### src/rtl/uart_recv.sv
`default_nettype none
// +--------------------------------------------------------------------------+
// | uart_recv : mid-bit sampling UART receiver (8N1, or 8E1 with the       |
// |             UART_RECV_PARITY_EN macro defined)                           |
// | Revision  : 1.0                                                          |
// +--------------------------------------------------------------------------+
module uart_recv #(
    parameter int CLK_FREQ = 100000000,
    parameter int BAUD     = 9600
) (
    input  logic       clk,
    input  logic       rst,
    input  logic       din,
    output logic       valid,
    output logic [7:0] data,
    output logic       frame_err,
    output logic       parity_err,
    output logic       busy
);

    localparam int BIT_CNT = CLK_FREQ / BAUD;
    localparam int CW      = (BIT_CNT > 2) ? $clog2(BIT_CNT) : 1;

    localparam logic [CW-1:0] c_CNT_LAST = CW'(BIT_CNT - 1);
    localparam logic [CW-1:0] c_CNT_HALF = CW'(BIT_CNT / 2 - 1);

    localparam logic [2:0] IDLE      = 3'd0;
    localparam logic [2:0] START     = 3'd1;
    localparam logic [2:0] DATA      = 3'd2;
    localparam logic [2:0] PARITY    = 3'd3;
    localparam logic [2:0] STOP      = 3'd4;
    localparam logic [2:0] WAIT_IDLE = 3'd5;

    logic          sync1_q, sync2_q;
    logic          din_s;
    logic [2:0]    state_q, state_d;
    logic [CW-1:0] cnt_q, cnt_d;
    logic [2:0]    idx_q, idx_d;
    logic [7:0]    shift_q, shift_d;
    logic [7:0]    data_q, data_d;
    logic          valid_q, valid_d;
    logic          ferr_q, ferr_d;
`ifdef UART_RECV_PARITY_EN
    logic          perr_q, perr_d;
    logic          par_bad_q, par_bad_d;
`endif

    // Synchronizer resets to the idle-high line level so reset never looks like a start bit.
    always_ff @(posedge clk or negedge rst) begin
        if (!rst) begin
            sync1_q <= 1'b1;
            sync2_q <= 1'b1;
        end else begin
            sync1_q <= din;
            sync2_q <= sync1_q;
        end
    end

    assign din_s = sync2_q;

    always_comb begin
        state_d   = state_q;
        cnt_d     = cnt_q;
        idx_d     = idx_q;
        shift_d   = shift_q;
        data_d    = data_q;
        valid_d   = 1'b0;
        ferr_d    = 1'b0;
`ifdef UART_RECV_PARITY_EN
        perr_d    = 1'b0;
        par_bad_d = par_bad_q;
`endif
        case (state_q)
            IDLE: begin
                cnt_d = '0;
                idx_d = 3'd0;
                if (!din_s) begin
                    state_d = START;
                end
            end
            START: begin
                if (cnt_q == c_CNT_HALF) begin
                    cnt_d   = '0;
                    idx_d   = 3'd0;
                    state_d = din_s ? IDLE : DATA;
                end else begin
                    cnt_d = cnt_q + 1'b1;
                end
            end
            DATA: begin
                if (cnt_q == c_CNT_LAST) begin
                    cnt_d          = '0;
                    shift_d[idx_q] = din_s;
                    if (idx_q == 3'd7) begin
`ifdef UART_RECV_PARITY_EN
                        state_d = PARITY;
`else
                        state_d = STOP;
`endif
                    end else begin
                        idx_d = idx_q + 3'd1;
                    end
                end else begin
                    cnt_d = cnt_q + 1'b1;
                end
            end
            PARITY: begin
`ifdef UART_RECV_PARITY_EN
                if (cnt_q == c_CNT_LAST) begin
                    cnt_d     = '0;
                    par_bad_d = din_s ^ (^shift_q);
                    state_d   = STOP;
                end else begin
                    cnt_d = cnt_q + 1'b1;
                end
`else
                state_d = IDLE;
`endif
            end
            STOP: begin
                if (cnt_q == c_CNT_LAST) begin
                    cnt_d = '0;
                    if (!din_s) begin
                        ferr_d  = 1'b1;
                        state_d = WAIT_IDLE;
`ifdef UART_RECV_PARITY_EN
                    end else if (par_bad_q) begin
                        perr_d  = 1'b1;
                        state_d = IDLE;
`endif
                    end else begin
                        valid_d = 1'b1;
                        data_d  = shift_q;
                        state_d = IDLE;
                    end
                end else begin
                    cnt_d = cnt_q + 1'b1;
                end
            end
            WAIT_IDLE: begin
                cnt_d = '0;
                if (din_s) begin
                    state_d = IDLE;
                end
            end
            default: begin
                state_d = IDLE;
                cnt_d   = '0;
                idx_d   = 3'd0;
            end
        endcase
    end

    always_ff @(posedge clk or negedge rst) begin
        if (!rst) begin
            state_q   <= IDLE;
            cnt_q     <= '0;
            idx_q     <= 3'd0;
            shift_q   <= 8'h00;
            data_q    <= 8'h00;
            valid_q   <= 1'b0;
            ferr_q    <= 1'b0;
`ifdef UART_RECV_PARITY_EN
            perr_q    <= 1'b0;
            par_bad_q <= 1'b0;
`endif
        end else begin
            state_q   <= state_d;
            cnt_q     <= cnt_d;
            idx_q     <= idx_d;
            shift_q   <= shift_d;
            data_q    <= data_d;
            valid_q   <= valid_d;
            ferr_q    <= ferr_d;
`ifdef UART_RECV_PARITY_EN
            perr_q    <= perr_d;
            par_bad_q <= par_bad_d;
`endif
        end
    end

    assign valid     = valid_q;
    assign data      = data_q;
    assign frame_err = ferr_q;
    assign busy      = (state_q != IDLE);
`ifdef UART_RECV_PARITY_EN
    assign parity_err = perr_q;
`else
    assign parity_err = 1'b0;
`endif

endmodule
`default_nettype wire

### config.mk
export PLATFORM = sky130hd
export DESIGN_NAME = uart_recv
export DESIGN_NICKNAME = d
export VERILOG_FILES = /design/src/rtl/uart_recv.sv
export SDC_FILE = /design/constraint.sdc
export NUM_CORES = 1
export LEC_CHECK = 0
export ABC_AREA = 1
export BUFFER_PORTS_ARGS = -buffer_cell sky130_fd_sc_hd__buf_4
export CORE_AREA = 10 10 82 84
export DETAILED_ROUTE_END_ITERATION = 8
export DIE_AREA = 0 0 92 94
export SLEW_MARGIN = 20
export SYNTH_ARGS = -nofsm -noshare
export SYNTH_HDL_FRONTEND = slang
export SYNTH_SLANG_ARGS = --single-unit
### constraint.sdc
create_clock -name clk -period 3.06 [get_ports clk]
set_clock_uncertainty 0.1 [all_clocks]
set_input_delay 0.459 -clock clk [delete_from_list [all_inputs] [get_ports clk]]
set_output_delay 0.459 -clock clk [all_outputs]
set_load 0.05 [all_outputs]
Yosys cells after proc, flatten, opt, wreduce, memory -nomap -nowiden
Index checks and enable logic that the tools add are counted.
Word-level totals
  register bits after elaboration: 40
  bits in latches: 0
  memory bits (writable): 0
  bits in read-only memories: 0
  input bits: 3
  output and inout bits: 12
  word-level logic and storage cells: 63
  memories: 0
Operators by class
  add/sub/neg operators: 2
  multiply operators: 0
  div/mod/pow operators: 0
  $lt $le $gt $ge: 2
  equal/unequal tests: 15
  shift-type cells: 0
  muxes and demuxes: 25
  bitwise gates (word level): 1
  reductions and logical operators: 9
Operator list (count)
  $pmux W14 S3: 1
  $mux W3: 10
  $mux W14: 2
  $pmux W3 S5: 1
  $add A14 B1 Y14 const B: 1
  $eq A14 B13 Y1 const B: 1
  $eq A14 B14 Y1 const B: 1
  $ne A2 B2 Y1 const B: 7
  $eq A3 B3 Y1 const B: 3
  $pmux W3 S3: 1
  $bwmux W8: 1
  $mux W1: 7
  $eq A3 B2 Y1 const B: 2
  $reduce_and A6 Y1: 1
  $lt A3 B4 Y1 const B: 1
  $reduce_and A4 Y1: 1
  $add A3 B1 Y3 const B: 1
  $demux W1 S3: 1
  $eq A3 B1 Y1 const B: 1
  $ge A3 B1 Y1 const B: 1
  $logic_not A3 Y1: 1
  $reduce_and A3 Y1: 1
  $reduce_bool A3 Y1: 1
  $reduce_or A3 Y1: 1
  5 further kinds: 5

Depth between registers and ports, before layout
  word-level depth: 5
  gate-level depth with buffers: 11
  depth with buffers taken out: 11

Worst setup path before layout
Ideal clock, no wire load.
  path type: register to register
  start point: register cnt_q[0]
  end point: register data_q[5] (netlist: data[5])
  setup time: 0.120 ns
  arrival time: 1.306 ns
  required time: 2.840 ns
  slack: 1.534 ns
  cell stages (with the launch flop): 10
  path buffers: 1
  clock period less this slack: 1.526 ns
  cells stage by stage: dfrtp_1 > ha_1 > nand3_2 > nor2_4 > nand2_4 > inv_2 > nand3_4 > buf_6 > nor2_2 > a21oi_2
Between the ends
  longest elaborated chain between the ends: 2
Ends and longest elaborated chain
  start: declaration: RTL line 37  | logic [CW-1:0] cnt_q, cnt_d;
  start signal: assignment: RTL line 169  | cnt_q <= cnt_d;
  $eq A14 B14 Y1: RTL line 121  | if (cnt_q == c_CNT_LAST) begin
  $reduce_and A3 Y1 (no source line)
  end signal: assignment: RTL line 172  | data_q <= data_d;
  end: declaration: RTL line 40  | logic [7:0] data_q, data_d;
No other way between the ends.
A chain may end at the register's enable or synchronous reset.

Worst setup path after layout
  start point: register state_q[1]
  end point: output busy
Between the ends
  longest elaborated chain between the ends: 1
Ends and longest elaborated chain
  start: declaration: RTL line 36  | logic [2:0] state_q, state_d;
  start signal: assignment: RTL line 168  | state_q <= state_d;
  $reduce_bool A3 Y1: RTL line 185  | assign busy = (state_q != IDLE);
  end: declaration: RTL line 18  | output logic busy
No other way between the ends.

==> qor.yml <==
run_status:
  outcome: "finished, final reports clean"
power:
  p_per_area_mw_per_mm2: 355
  power.leakage_nw: 1.27
  ir_worst_vdd_mv: 0.147
synth:
  avgSynthCellArea_um2: 7.59
  ys.flop_type: "dfrtp_1"
  synth_edf_count: 0
  async_flop_share_pct: 100
  yosysWarnings: 0
  synth_nets: 307
  netlist_area_mm2: 0.00229
  synth.ff_latch_count: 40
  synth_seq_area_share_pct: 43.9
  syn_inst: 301
  synth.distinct_cells: 30
placed_design:
  pre_cts_slack_ns: 1.33
  gp_congestion: 0.931
  hpwlAfterDp_mm: 3.46
  io_buffers: 13
clock_network:
  cts_tree: "done"
  numCtsBuffers: 5
  clk_pin_slew_worst_paths_ns: 0.08
  clockRootBuffer: "clkbuf_8"
  post_cts_resized: 0
  clkSinkCount: 40
  cts_buffer_depth: 2
  clk_latency_ns: 0.29
  hold_buffers: 0
  postCtsSetupBuffers: 0
  htree_levels: 2
critical_path:
  critPathKind: "reg -> out"
  startpoint_type: "flip-flop"
  cp.arrival_ns: 1.25
  worstPathMaxFanout: 8
  crit_path_end_kind: "output pin"
  crit_required_ns: 2.50
flow_run:
  cap_viol_max_count: 0
global_route:
  grt_overflow: 0
  grtUsageTotal_pct: 11.3
  grt_pass1_wl_mm: 8.08
  grt_pass1_vias: 1764
  antenna_found_initial: 0
  grt_start_max_net_pins: 41
route:
  drc_errors: 0
  postRouteAntennaNets: 0
  via_per_inst: 4.85
  vias: 1868
  wire_per_inst_um: 12.0
  drt_iter0_drc: 120
  route.final.wire_length_mm: 4.63
  dr.pass1.iters: 4
sta:
  period_minus_slack_ns: 1.81
  fin_crit_sh_pct: 59.1
  setup_viol: 0
  hold_viol: 0
  setup_ws_ns: 1.25
  tns_ns: 0
  drv_slew: 0
  rsz0062_at_grt: "false"
  fmax_mhz: 553
  maxSlewHeadroom_pct: 65.5
  tightest_slew_ns: 0.517
floorplan:
  fp-row-count: 26
  die_x_um: 92
  start_util_pct: 45.0
  die_area_mm2: 0.00865
  coreArea_mm2: 0.00507
  die_h_um: 94
  pin_count: 15
layout:
  nets: 320
  final_cell_mix: "84 x nand2_1, 39 x inv_1, 38 x nor2_1, 38 x dfrtp_1, 17 x nand3_1"
  area_delta_synth_final_pct: 9.41
  fillers: 521
  diodes: 0
  drive_gt1_share_pct: 17.1
  final_common_cell: "nand2_1"
hold_path:
  hp-class: "in -> async"
==> worst paths after layout <==
kind	from	endpoint	slack [ns]	cells after the start
hold reg to reg	sync1_q	din_s	0.26	0
max in group asynchronous	rst	din_s	2.45	1
hold / removal	rst	cnt_q[10]	0.05	1
setup / recovery	state_q[1]	busy	1.25	3
setup reg to reg	cnt_q[0]	state_q[2]	1.34	10
min in group clk	din	sync1_q	0.17	1
==> power breakdown <==
group / switching [mW] / internal, mW / leakage [nW]
sequential: 0.00227 / 0.531 / 0.537
clock: 0.178 / 0.160 / 0.0422
combinational: 0.0148 / 0.00192 / 0.693
==> per-layer routing <==
| layer | global-route usage, % | wire length [um] | up-vias |
|---|---|---|---|
| met5 | 0 | 0 | - |
| met4 | 3.86 | 76 | 0 |
| met3 | 3.28 | 322 | 11 |
| met2 | 17.2 | 1960 | 58 |
| met1 | 15.0 | 2270 | 828 |
| li1 | - | - | 971 |
==> cells in the mapped netlist (3+ instances only) <==
master	count	area share [%]
a21oi_2	9	3.4
dfrtp_1	38	42
ha_1	3	1.6
inv_1	39	6.4
inv_2	7	1.1
nand2_1	84	14
nand3_1	17	3.7
nand3_2	4	1.8
nand4_1	7	1.9
nor2_1	38	6.2
nor2_2	5	1.4
nor2_4	3	1.5
nor3_1	8	1.8
o21ai_0	10	2.2
o21ai_1	5	1.1
xor2_1	5	1.9
==> cells by family (layout without fill, tap and decap cells) <==
logic type                 after synthesis  in the layout  share of synthesized area, %
xor gates and xnor gates                 5              5                          1.92
AOI/OAI and AO/OA                       27             27                          7.55
and+or+nand+nor                        172            172                          35.0
buffers and inverters                   53             67                          9.80
DFF                                     40             40                          43.9
adders and majority gates                3              3                          1.64
other                                    1              1                         0.164
==> cell type report <==
class                      instances  area (um2)  area share [%]
clock buffer                       7        76.3            3.05
clock inverter                     1        5.00           0.200
inverter                          46         173            6.90
multi-input combinational        208        1060            42.3
sequential                        40        1000            40.1
tap                               70        87.6            3.50
timing repair buffer              13        97.6            3.90
==> worst max-delay path, cell delays in order, from the launching register on <==
cell and delay (ns):
dfrtp_1 0.50, nor2_2 0.19, nand2_1 0.07, buf_4 0.19
==> state kept, by name, indices dropped and copies added, names as in the netlist <==
| register | count |
|---|---|
| din_s | 1 |
| state_q | 3 |
| idx_q | 3 |
| valid | 1 |
| cnt_q | 14 |
| sync1_q | 1 |
| frame_err | 1 |
| shift_q | 8 |
| data | 8 |
==> per-stage QoR <==
stage | hold WS [ns] | area, um2 | cells | utilization (%) | total power [mW]
after floorplan | 0.0634 | 2290 | 301 | - | 0.548
after detailed placement | 0.254 | 2420 | 377 | 47.7 | 0.561
after CTS | 0.0578 | 2500 | 385 | 49.3 | 0.901
final | 0.0458 | 2500 | 385 | 49.3 | 0.888
after global routing | 0.0761 | 2500 | 385 | 49.3 | 0.927
after global placement | 0.246 | 2420 | 377 | 47.7 | 0.561
No activity file was read; power rests on OpenSTA's default activity.
